--- src/rtl/fifo_pkg.sv ---
// fifo_pkg: Gray/binary pointer helpers and parameter legality check
// shared by the dual-clock FIFO read- and write-side controllers.
`default_nettype none

package fifo_pkg;

  localparam int PTR_MAX_W = 13;

  typedef logic [PTR_MAX_W-1:0] ptr_t;

  // Narrower pointers are zero-extended into ptr_t and truncated afterwards.
  function automatic ptr_t bin2gray(input ptr_t b);
    return b ^ (b >> 1);
  endfunction

  function automatic ptr_t gray2bin(input ptr_t g);
    ptr_t b;
    b[PTR_MAX_W-1] = g[PTR_MAX_W-1];
    for (int i = PTR_MAX_W - 2; i >= 0; i--) begin
      b[i] = b[i+1] ^ g[i];
    end
    return b;
  endfunction

  function automatic bit params_ok(input int addr_w, input int sync_stages,
                                   input int afull_thresh);
    return (addr_w >= 2) && (addr_w <= 12) &&
           (sync_stages >= 2) && (sync_stages <= 4) &&
           (afull_thresh >= 1) && (afull_thresh <= (1 << addr_w));
  endfunction

endpackage

`default_nettype wire

--- src/rtl/async_fifo_wr_ctrl_if.sv ---
// async_fifo_wr_ctrl_if: write-side request/status bundle of the dual-clock FIFO.
`default_nettype none

interface async_fifo_wr_ctrl_if #(
  parameter int ADDR_W = 4
);
  logic              push;
  logic              clr_ovf;
  logic [ADDR_W:0]   rdptr_gray;
  logic              wr_en;
  logic [ADDR_W-1:0] waddr;
  logic [ADDR_W:0]   wrptr_gray;
  logic              full;
  logic              almost_full;
  logic [ADDR_W:0]   wr_level;
  logic              overflow;

  modport master (
    output push, clr_ovf, rdptr_gray,
    input  wr_en, waddr, wrptr_gray, full, almost_full, wr_level, overflow
  );

  modport slave (
    input  push, clr_ovf, rdptr_gray,
    output wr_en, waddr, wrptr_gray, full, almost_full, wr_level, overflow
  );
endinterface

`default_nettype wire

--- src/rtl/gray_ptr_sync.sv ---
// gray_ptr_sync: reset-to-0 multi-flop synchroniser for a Gray-coded pointer
// crossing into the local clock domain.
`default_nettype none

module gray_ptr_sync #(
  parameter int WIDTH  = 5,
  parameter int STAGES = 2
) (
  input  wire logic             clk,
  input  wire logic             reset_L,
  input  wire logic [WIDTH-1:0] d,
  output logic      [WIDTH-1:0] q
);

  logic [WIDTH-1:0] r_stage [STAGES];

  always_ff @(posedge clk or negedge reset_L) begin
    if (!reset_L) begin
      for (int i = 0; i < STAGES; i++) begin
        r_stage[i] <= '0;
      end
    end else begin
      r_stage[0] <= d;
      for (int i = 1; i < STAGES; i++) begin
        r_stage[i] <= r_stage[i-1];
      end
    end
  end

  assign q = r_stage[STAGES-1];

endmodule

`default_nettype wire

--- src/rtl/async_fifo_wr_ctrl.sv ---
// async_fifo_wr_ctrl: write-side pointer/flag controller of the dual-clock FIFO
// (look-ahead full, almost-full, fill level, sticky overflow).
`default_nettype none

module async_fifo_wr_ctrl
  import fifo_pkg::*;
#(
  parameter int ADDR_W       = 4,
  parameter int SYNC_STAGES  = 2,
  parameter int AFULL_THRESH = 14
) (
  input  wire logic          wclk,
  input  wire logic          reset_L,
  async_fifo_wr_ctrl_if.slave bus
);

  localparam int              PTR_W  = ADDR_W + 1;
  localparam logic [PTR_W-1:0] AF_LVL = PTR_W'(AFULL_THRESH);

  generate
    if (!params_ok(ADDR_W, SYNC_STAGES, AFULL_THRESH)) begin : g_bad_params
      $error("async_fifo_wr_ctrl: parameter out of legal range");
    end
    if ($bits(bus.waddr) != ADDR_W) begin : g_bad_if_width
      $error("async_fifo_wr_ctrl: interface ADDR_W does not match");
    end
  endgenerate

  logic [PTR_W-1:0] r_wrptr_bin;
  logic [PTR_W-1:0] r_wrptr_gray;
  logic [PTR_W-1:0] r_wr_level;
  logic             r_full;
  logic             r_almost_full;
  logic             r_overflow;

  logic             w_wr_en;
  logic [PTR_W-1:0] w_bin_next;
  logic [PTR_W-1:0] w_gray_next;
  logic [PTR_W-1:0] w_rq;
  logic [PTR_W-1:0] w_rd_bin;
  logic [PTR_W-1:0] w_level_next;
  logic [PTR_W-1:0] w_full_match;

  gray_ptr_sync #(
    .WIDTH  (PTR_W),
    .STAGES (SYNC_STAGES)
  ) u_rd_sync (
    .clk     (wclk),
    .reset_L (reset_L),
    .d       (bus.rdptr_gray),
    .q       (w_rq)
  );

  assign w_wr_en      = bus.push & ~r_full;
  assign w_bin_next   = r_wrptr_bin + PTR_W'(w_wr_en);
  assign w_gray_next  = PTR_W'(bin2gray(ptr_t'(w_bin_next)));
  assign w_rd_bin     = PTR_W'(gray2bin(ptr_t'(w_rq)));
  assign w_level_next = w_bin_next - w_rd_bin;
  // Writer is exactly one lap ahead: top two Gray bits inverted, rest equal.
  assign w_full_match = {~w_rq[PTR_W-1:PTR_W-2], w_rq[PTR_W-3:0]};

  always_ff @(posedge wclk or negedge reset_L) begin
    if (!reset_L) begin
      r_wrptr_bin   <= '0;
      r_wrptr_gray  <= '0;
      r_wr_level    <= '0;
      r_full        <= 1'b0;
      r_almost_full <= 1'b0;
      r_overflow    <= 1'b0;
    end else begin
      r_wrptr_bin   <= w_bin_next;
      r_wrptr_gray  <= w_gray_next;
      r_wr_level    <= w_level_next;
      r_full        <= (w_gray_next == w_full_match);
      r_almost_full <= (w_level_next >= AF_LVL);
      r_overflow    <= (bus.push & r_full) | (r_overflow & ~bus.clr_ovf);
    end
  end

  assign bus.wr_en       = w_wr_en;
  assign bus.waddr       = r_wrptr_bin[ADDR_W-1:0];
  assign bus.wrptr_gray  = r_wrptr_gray;
  assign bus.full        = r_full;
  assign bus.almost_full = r_almost_full;
  assign bus.wr_level    = r_wr_level;
  assign bus.overflow    = r_overflow;

endmodule

`default_nettype wire

--- src/flat_wrapper.sv ---
// flat-port wrapper written by rule: the top's interface ports become plain ports
module async_fifo_wr_ctrl_flat import fifo_pkg::*;
#(
  parameter int ADDR_W       = 4,
  parameter int SYNC_STAGES  = 2,
  parameter int AFULL_THRESH = 14
)
  (wclk, reset_L, bus_push, bus_clr_ovf, bus_rdptr_gray, bus_wr_en, bus_waddr, bus_wrptr_gray, bus_full, bus_almost_full, bus_wr_level, bus_overflow);
  async_fifo_wr_ctrl_if #(.ADDR_W(ADDR_W)) bus_i ();
  input  wire logic wclk;
  input  wire logic reset_L;
  input wire logic [$bits(bus_i.push)-1:0] bus_push;
  input wire logic [$bits(bus_i.clr_ovf)-1:0] bus_clr_ovf;
  input wire logic [$bits(bus_i.rdptr_gray)-1:0] bus_rdptr_gray;
  output wire logic [$bits(bus_i.wr_en)-1:0] bus_wr_en;
  output wire logic [$bits(bus_i.waddr)-1:0] bus_waddr;
  output wire logic [$bits(bus_i.wrptr_gray)-1:0] bus_wrptr_gray;
  output wire logic [$bits(bus_i.full)-1:0] bus_full;
  output wire logic [$bits(bus_i.almost_full)-1:0] bus_almost_full;
  output wire logic [$bits(bus_i.wr_level)-1:0] bus_wr_level;
  output wire logic [$bits(bus_i.overflow)-1:0] bus_overflow;
  assign bus_i.push = bus_push;
  assign bus_i.clr_ovf = bus_clr_ovf;
  assign bus_i.rdptr_gray = bus_rdptr_gray;
  assign bus_wr_en = bus_i.wr_en;
  assign bus_waddr = bus_i.waddr;
  assign bus_wrptr_gray = bus_i.wrptr_gray;
  assign bus_full = bus_i.full;
  assign bus_almost_full = bus_i.almost_full;
  assign bus_wr_level = bus_i.wr_level;
  assign bus_overflow = bus_i.overflow;
  async_fifo_wr_ctrl #(.ADDR_W(ADDR_W), .SYNC_STAGES(SYNC_STAGES), .AFULL_THRESH(AFULL_THRESH)) u_core (.wclk(wclk), .reset_L(reset_L), .bus(bus_i));
endmodule
--- config.mk ---
export PLATFORM = sky130hd
export DESIGN_NAME = async_fifo_wr_ctrl_flat
export DESIGN_NICKNAME = d
export VERILOG_FILES = /design/src/rtl/fifo_pkg.sv /design/src/rtl/async_fifo_wr_ctrl_if.sv /design/src/rtl/gray_ptr_sync.sv /design/src/rtl/async_fifo_wr_ctrl.sv /design/src/flat_wrapper.sv
export SDC_FILE = /design/constraint.sdc
export NUM_CORES = 1
export LEC_CHECK = 0
export CAP_MARGIN = 15
export CORE_UTILIZATION = 53
export DETAILED_ROUTE_END_ITERATION = 10
export PLACE_DENSITY_LB_ADDON = 0.2
export SYNTH_ARGS = -nofsm -noshare
export SYNTH_HDL_FRONTEND = slang
export SYNTH_SLANG_ARGS = --single-unit
--- constraint.sdc ---
create_clock -name wclk -period 4 [get_ports wclk]
set_input_delay 0.8 -clock wclk [delete_from_list [all_inputs] [get_ports wclk]]
set_output_delay 0.8 -clock wclk [all_outputs]
set_load 0.1 [all_outputs]
== Word level (Yosys, flattened, before mapping) ==
Cells that the tools add are included.
Storage, ports and cells
  register bits after elaboration: 28
  output and inout port bits: 18
  word-level logic and storage cells: 24
Operators by class
  $lt $le $gt $ge: 1
  equal/unequal tests: 1
  $add $sub $neg: 2
  bitwise gates (word level): 12
Operators with widths (number)
  5-bit by 1-bit adder with 5-bit output: 1
  5-bit equality test: 1
  5-bit by 4-bit greater-or-equal comparator with 1-bit output, second input constant: 1
  5-bit subtractor: 1
  5-bit by 4-bit bitwise XOR with 5-bit output: 1
  1-bit bitwise XOR: 4
  1-bit bitwise AND: 3
  1-bit NOT: 2
  2-bit NOT: 1
  1-bit OR: 1

== Logic depth before layout (Yosys ltp) ==
  depth in word-level cells: 6
  mapped depth: 10
  mapped depth without buffers: 10

== Modules after synthesis ==
Synthesis repeated with hierarchy kept, for this count alone.
Second synthesis, totals
  cells, all modules: 97
  area total of the unflattened synthesis: 1256.2 µm²
By module, submodules not included
  async_fifo_wr_ctrl: cells an instance 82, area each 968.4 µm², instances 1, seq. area each 425.4 µm²
  gray_ptr_sync: cells an instance 15, area each 287.8 µm², instances 1, seq. area each 250.2 µm²

== Least setup slack after synthesis ==
OpenSTA, ideal clock, no wires.
  path type: register to register
  start: register u_core.r_full (netlist: u_core.bus.full)
  end: register u_core.r_almost_full (netlist: u_core.bus.almost_full)
  path slack: -0.267 ns
  cell stages (with the launch flop): 10
  library setup time: 0.141 ns
  arrival time: 4.127 ns
  period minus slack after synthesis: 4.267 ns
  cells stage by stage: dfrtp_1 -> nor2b_1 -> ha_1 -> xnor2_1 -> inv_1 -> ha_1 -> nor2b_1 -> o21ai_0 -> nor3b_1 -> o311ai_1
On the way
  longest elaborated chain between the ends: 5
Ends and longest elaborated chain
  start: declaration: RTL line async_fifo_wr_ctrl.sv:32  | logic r_full;
  start signal: assignment: RTL line async_fifo_wr_ctrl.sv:74  | r_full <= (w_gray_next == w_full_match);
  1-bit NOT: RTL line async_fifo_wr_ctrl.sv:54  | assign w_wr_en = bus.push & ~r_full;
  1-bit bitwise AND: RTL line async_fifo_wr_ctrl.sv:54
  net bus_wr_en: RTL line flat_wrapper.sv:15  | output wire logic [$bits(bus_i.wr_en)-1:0] bus_wr_en;
  5-bit by 1-bit adder with 5-bit output: RTL line async_fifo_wr_ctrl.sv:55  | assign w_bin_next = r_wrptr_bin + PTR_W'(w_wr_en);
  net u_core.w_bin_next[1]: RTL line async_fifo_wr_ctrl.sv:37  | logic [PTR_W-1:0] w_bin_next;
  5-bit subtractor: RTL line async_fifo_wr_ctrl.sv:58  | assign w_level_next = w_bin_next - w_rd_bin;
  5-bit by 4-bit greater-or-equal comparator with 1-bit output: RTL line async_fifo_wr_ctrl.sv:75  | r_almost_full <= (w_level_next >= AF_LVL);
  end signal: assignment: RTL line async_fifo_wr_ctrl.sv:75
  end: declaration: RTL line async_fifo_wr_ctrl.sv:33  | logic r_almost_full;
The timed path passes the listed nets, and every way through them passes these cells.

== Worst setup path in the final report ==
  start: input port bus_push
  end: register u_core.r_almost_full (netlist: u_core.bus.almost_full)
On the way
  longest elaborated chain between the ends: 4
Ends and longest elaborated chain
  start: declaration: RTL line flat_wrapper.sv:12  | input wire logic [$bits(bus_i.push)-1:0] bus_push;
  1-bit bitwise AND: RTL line async_fifo_wr_ctrl.sv:54
  5-bit by 1-bit adder with 5-bit output: RTL line async_fifo_wr_ctrl.sv:55
  net u_core.w_bin_next[1]: RTL line async_fifo_wr_ctrl.sv:37
  5-bit subtractor: RTL line async_fifo_wr_ctrl.sv:58
  5-bit by 4-bit greater-or-equal comparator with 1-bit output: RTL line async_fifo_wr_ctrl.sv:75
The timed path passes the listed nets, and every way through them passes these cells.

==> results_tabular.tex <==
\begin{tabular}{lr}
\hline
Metric & Value \\
\hline
\multicolumn{2}{l}{\textbf{Status}} \\
Status & finished clean \\
\multicolumn{2}{l}{\textbf{Synth}} \\
Synth top area share & $\sim$55\% \\
Share of synthesized registers carrying an async set or reset & 100.0\% \\
Cells after synthesis & 95 \\
Post-Syn Area per Cell & between 10 and 15 um\^{}2 \\
Number of flops mapped to enable cells by yosys & 0 \\
Post-synthesis net count & around 110 \\
Top cells by instance count after synthesis & 27 x sky130\_fd\_sc\_hd\_\_dfrtp\_1, 17 x sky130\_fd\_sc\_hd\_\_xnor2\_1, 9 x sky130\_fd\_sc\_hd\_\_inv\_1, 6 x sky130\_fd\_sc\_hd\_\_ha\_1, 5 x sky130\_fd\_sc\_hd\_\_nand2\_1 \\
Cell area after synthesis & between 0.001 and 0.0015 mm\^{}2 \\
Synthesis-stage register bit count & 27 \\
Most used flip-flop cell after synthesis & sky130\_fd\_sc\_hd\_\_dfrtp\_1 \\
Leading cell type by number of instances after synthesis & sky130\_fd\_sc\_hd\_\_dfrtp\_1 \\
Main area contributors after synthesis & sky130\_fd\_sc\_hd\_\_dfrtp\_1 55\%, sky130\_fd\_sc\_hd\_\_xnor2\_1 12\%, sky130\_fd\_sc\_hd\_\_ha\_1 6.1\%, sky130\_fd\_sc\_hd\_\_inv\_1 2.7\%, sky130\_fd\_sc\_hd\_\_xor2\_2 2.6\% \\
Cell type contributing the most total cell area after synthesis & sky130\_fd\_sc\_hd\_\_dfrtp\_1 \\
Synth unique cells & 27 \\
Count of synthesis-stage warnings from yosys & 0 \\
Portion of the post-synthesis area used by sequential elements & approximately 55\% \\
\multicolumn{2}{l}{\textbf{Timing}} \\
Maximum operating frequency & approximately 300 MHz \\
Unrepaired setup endpoints after global routing & no \\
Max-slew violations & 0 \\
Finish-stage setup viols & 0 \\
Setup ws final & about 0.76 ns \\
Worst-Margin Slew & between 0.9 and 1 ns \\
Worst relative slew slack & a little over a third \\
Final Hold Violating Endpoints & 0 \\
Final period util & 80.89\% \\
Post-layout minimum cycle time & between 3 and 4 ns \\
Setup TNS & 0 ns \\
Worst Skew & 0.002127 ns \\
\multicolumn{2}{l}{\textbf{Finish}} \\
Number of fill cells & 144 \\
Total Nets Final & 141 \\
Share of final-layout standard cells stronger than drive strength 1 & a little under 9\% \\
Area of combinational cells with multiple inputs & between 500 and 600 um\^{}2 \\
Register cell area after layout & slightly below 700 um\^{}2 \\
Area growth, synth to finish & 25.94\% \\
Antenna cells & 0 \\
\multicolumn{2}{l}{\textbf{Floorplanning}} \\
Ports & 27 \\
Die Height & $\sim$50 um \\
Horizontal die dimension & $\sim$50 um \\
Total Die Area & 0.002517 mm\^{}2 \\
Row cnt & 17 \\
Starting density of the core & between 50\% and 60\% \\
Core Footprint & $\sim$0.0022 mm\^{}2 \\
\multicolumn{2}{l}{\textbf{Clocking}} \\
Clock slew at reported path FFs & around 0.13 ns \\
Post-CTS Resized & 0 \\
Clock insertion delay at the later pin of the skew report & 0.31 ns \\
H-tree levels & 1 \\
Deepest clock path buffer count & 2 \\
CTS sink cnt & 27 \\
Clock tree from TritonCTS & yes \\
Hold-fix buffer count after cts & 0 \\
Inserted Clock Buffers & 3 \\
Root buffer cell & sky130\_fd\_sc\_hd\_\_clkbuf\_4 \\
Post-CTS Setup Bufs & 0 \\
\multicolumn{2}{l}{\textbf{Drt}} \\
Vias after detailed routing & 759 \\
Pre-Repair DR Iteration Count & 4 \\
Antenna-violating nets left & 0 \\
DR vias/cell & 4.993 \\
Number of violations reported at the end of detailed-routing iteration 0 & 6 \\
Detailed-route wire length & between 1500 and 2000 um \\
WL per Instance & $\sim$12 um \\
Detailed-route DRC error count & 0 \\
\multicolumn{2}{l}{\textbf{Place}} \\
Placer congestion estimate & around 0.8 \\
Hpwl dp & 1460 um \\
Worst Setup Slack post-DPL & about 0.45 ns \\
IO Port Bufs & 26 \\
\multicolumn{2}{l}{\textbf{Setup path}} \\
Endpoint arrival time on the critical path & 3.44 ns \\
Element type at the critical path start & primary input \\
Maximum fanout encountered on the critical timing path & 6 \\
Type of element capturing the critical path & flop \\
Worst path required time & between 4 and 5 ns \\
Critical path class & primary input to flop \\
Logic depth of the worst register-to-register path & 10 \\
\multicolumn{2}{l}{\textbf{Global routing}} \\
Total GRT Usage & about 17\% \\
Initial antenna violation count & 0 \\
Global-route wire length before repair & between 3000 and 4000 um \\
Grt total ovfl & 0 \\
Pin count of the biggest net entering global routing & 28 \\
Number of global-route vias before repair & around 740 \\
\multicolumn{2}{l}{\textbf{Worst hold path}} \\
Hold-critical path depth & 0 \\
Class of the worst hold path & flop to flop \\
\multicolumn{2}{l}{\textbf{Flow run}} \\
Max-capacitance violation count & 0 \\
\hline
\end{tabular}
[critical path, stage by stage]
cell and delay (ns):
sky130_fd_sc_hd__clkdlybuf4s50_1 0.41, sky130_fd_sc_hd__nor2b_2 0.18, sky130_fd_sc_hd__ha_1 0.27, sky130_fd_sc_hd__xnor2_1 0.45, sky130_fd_sc_hd__inv_1 0.18, sky130_fd_sc_hd__ha_1 0.33, sky130_fd_sc_hd__nor2b_1 0.13, sky130_fd_sc_hd__o21ai_0 0.18
sky130_fd_sc_hd__a21boi_0 0.16, sky130_fd_sc_hd__o311ai_1 0.34
[sequential cells by signal, summed over array words and instances, names as in the netlist]
signal,flops
u_core.bus.wrptr_gray,4
u_core.u_rd_sync.q,5
u_core.bus.wr_level,5
u_core.bus.full,1
u_core.bus.almost_full,1
u_core.r_wrptr_bin,5
u_core.u_rd_sync.r_stage,5
u_core.bus.overflow,1
[final cells by class]
type,instances,share of cell area (%)
repair buffers,27,17.12
multi-input cells,57,33.12
clock buffers,4,1.696
inverters,9,2.181
flip-flops and latches,27,43.62
well taps,28,2.262
[through the flow]
| stage | util [%] | area (um^2) | instances | hold slack, ns |
|---|---|---|---|---|
| after floorplan | - | 1232 | 95 | 0.3312 |
| after global routing | 70.70 | 1549 | 152 | 0.3719 |
| after global placement | 69.50 | 1523 | 148 | 0.3324 |
| after CTS | 70.70 | 1549 | 152 | 0.3677 |
| final | 70.70 | 1549 | 152 | 0.3646 |
| after detailed placement | 69.50 | 1523 | 148 | 0.3365 |
[logic make-up (layout without fill, tap and decap cells)]
group	Yosys count	in the layout	share of synthesized area, %
compound gates	10	10	6.103
flops	27	27	54.93
simple gates	17	17	8.240
xor+xnor	23	23	19.43
buf+inv	11	40	3.560
fa+ha+maj	7	7	7.731
[placed cells by master (no fill, tap or decap), drive strengths merged]
cell type / count
a21boi: 2
nand3: 1
nor2b: 3
clkdlybuf4s50: 25
or3: 1
inv: 9
nor4: 1
o211ai: 1
ha: 6
buf: 2
xor2: 4
xnor2: 18
dfrtp: 27
o311ai: 1
nor3b: 1
and4b: 1
a311oi: 1
nand4: 1
nand2: 5
o21ai: 3
fa: 1
clkbuf: 4
nand2b: 2
a2bb2oi: 1
nor2: 1
a21oi: 1
xor3: 1
[routing by layer]
metal | vias up | share of wire (%) | GRT usage (%)
met5 | - | 0 | 0
met2 | 25 | 49 | 28.89
met3 | 2 | 5.4 | 3.333
met1 | 366 | 45 | 23.31
met4 | 0 | 0.74 | 5.238
li1 | 366 | - | -
[final timing paths]
path | start | end | slack (ns)
max | bus_push | u_core.bus.almost_full | 0.76
min | u_core.u_rd_sync.r_stage[7] | u_core.u_rd_sync.q[2] | 0.36
max reg2reg | u_core.u_rd_sync.q[4] | u_core.bus.almost_full | 1.35
min reg2reg | u_core.u_rd_sync.r_stage[7] | u_core.u_rd_sync.q[2] | 0.36
max in group asynchronous | reset_L | u_core.u_rd_sync.r_stage[5] | 2.92
min in group asynchronous | reset_L | u_core.bus.wr_level[4] | 0.83
Power is not shown: default switching activity piles up to over one toggle a cycle in this logic, so the estimate is an artifact.
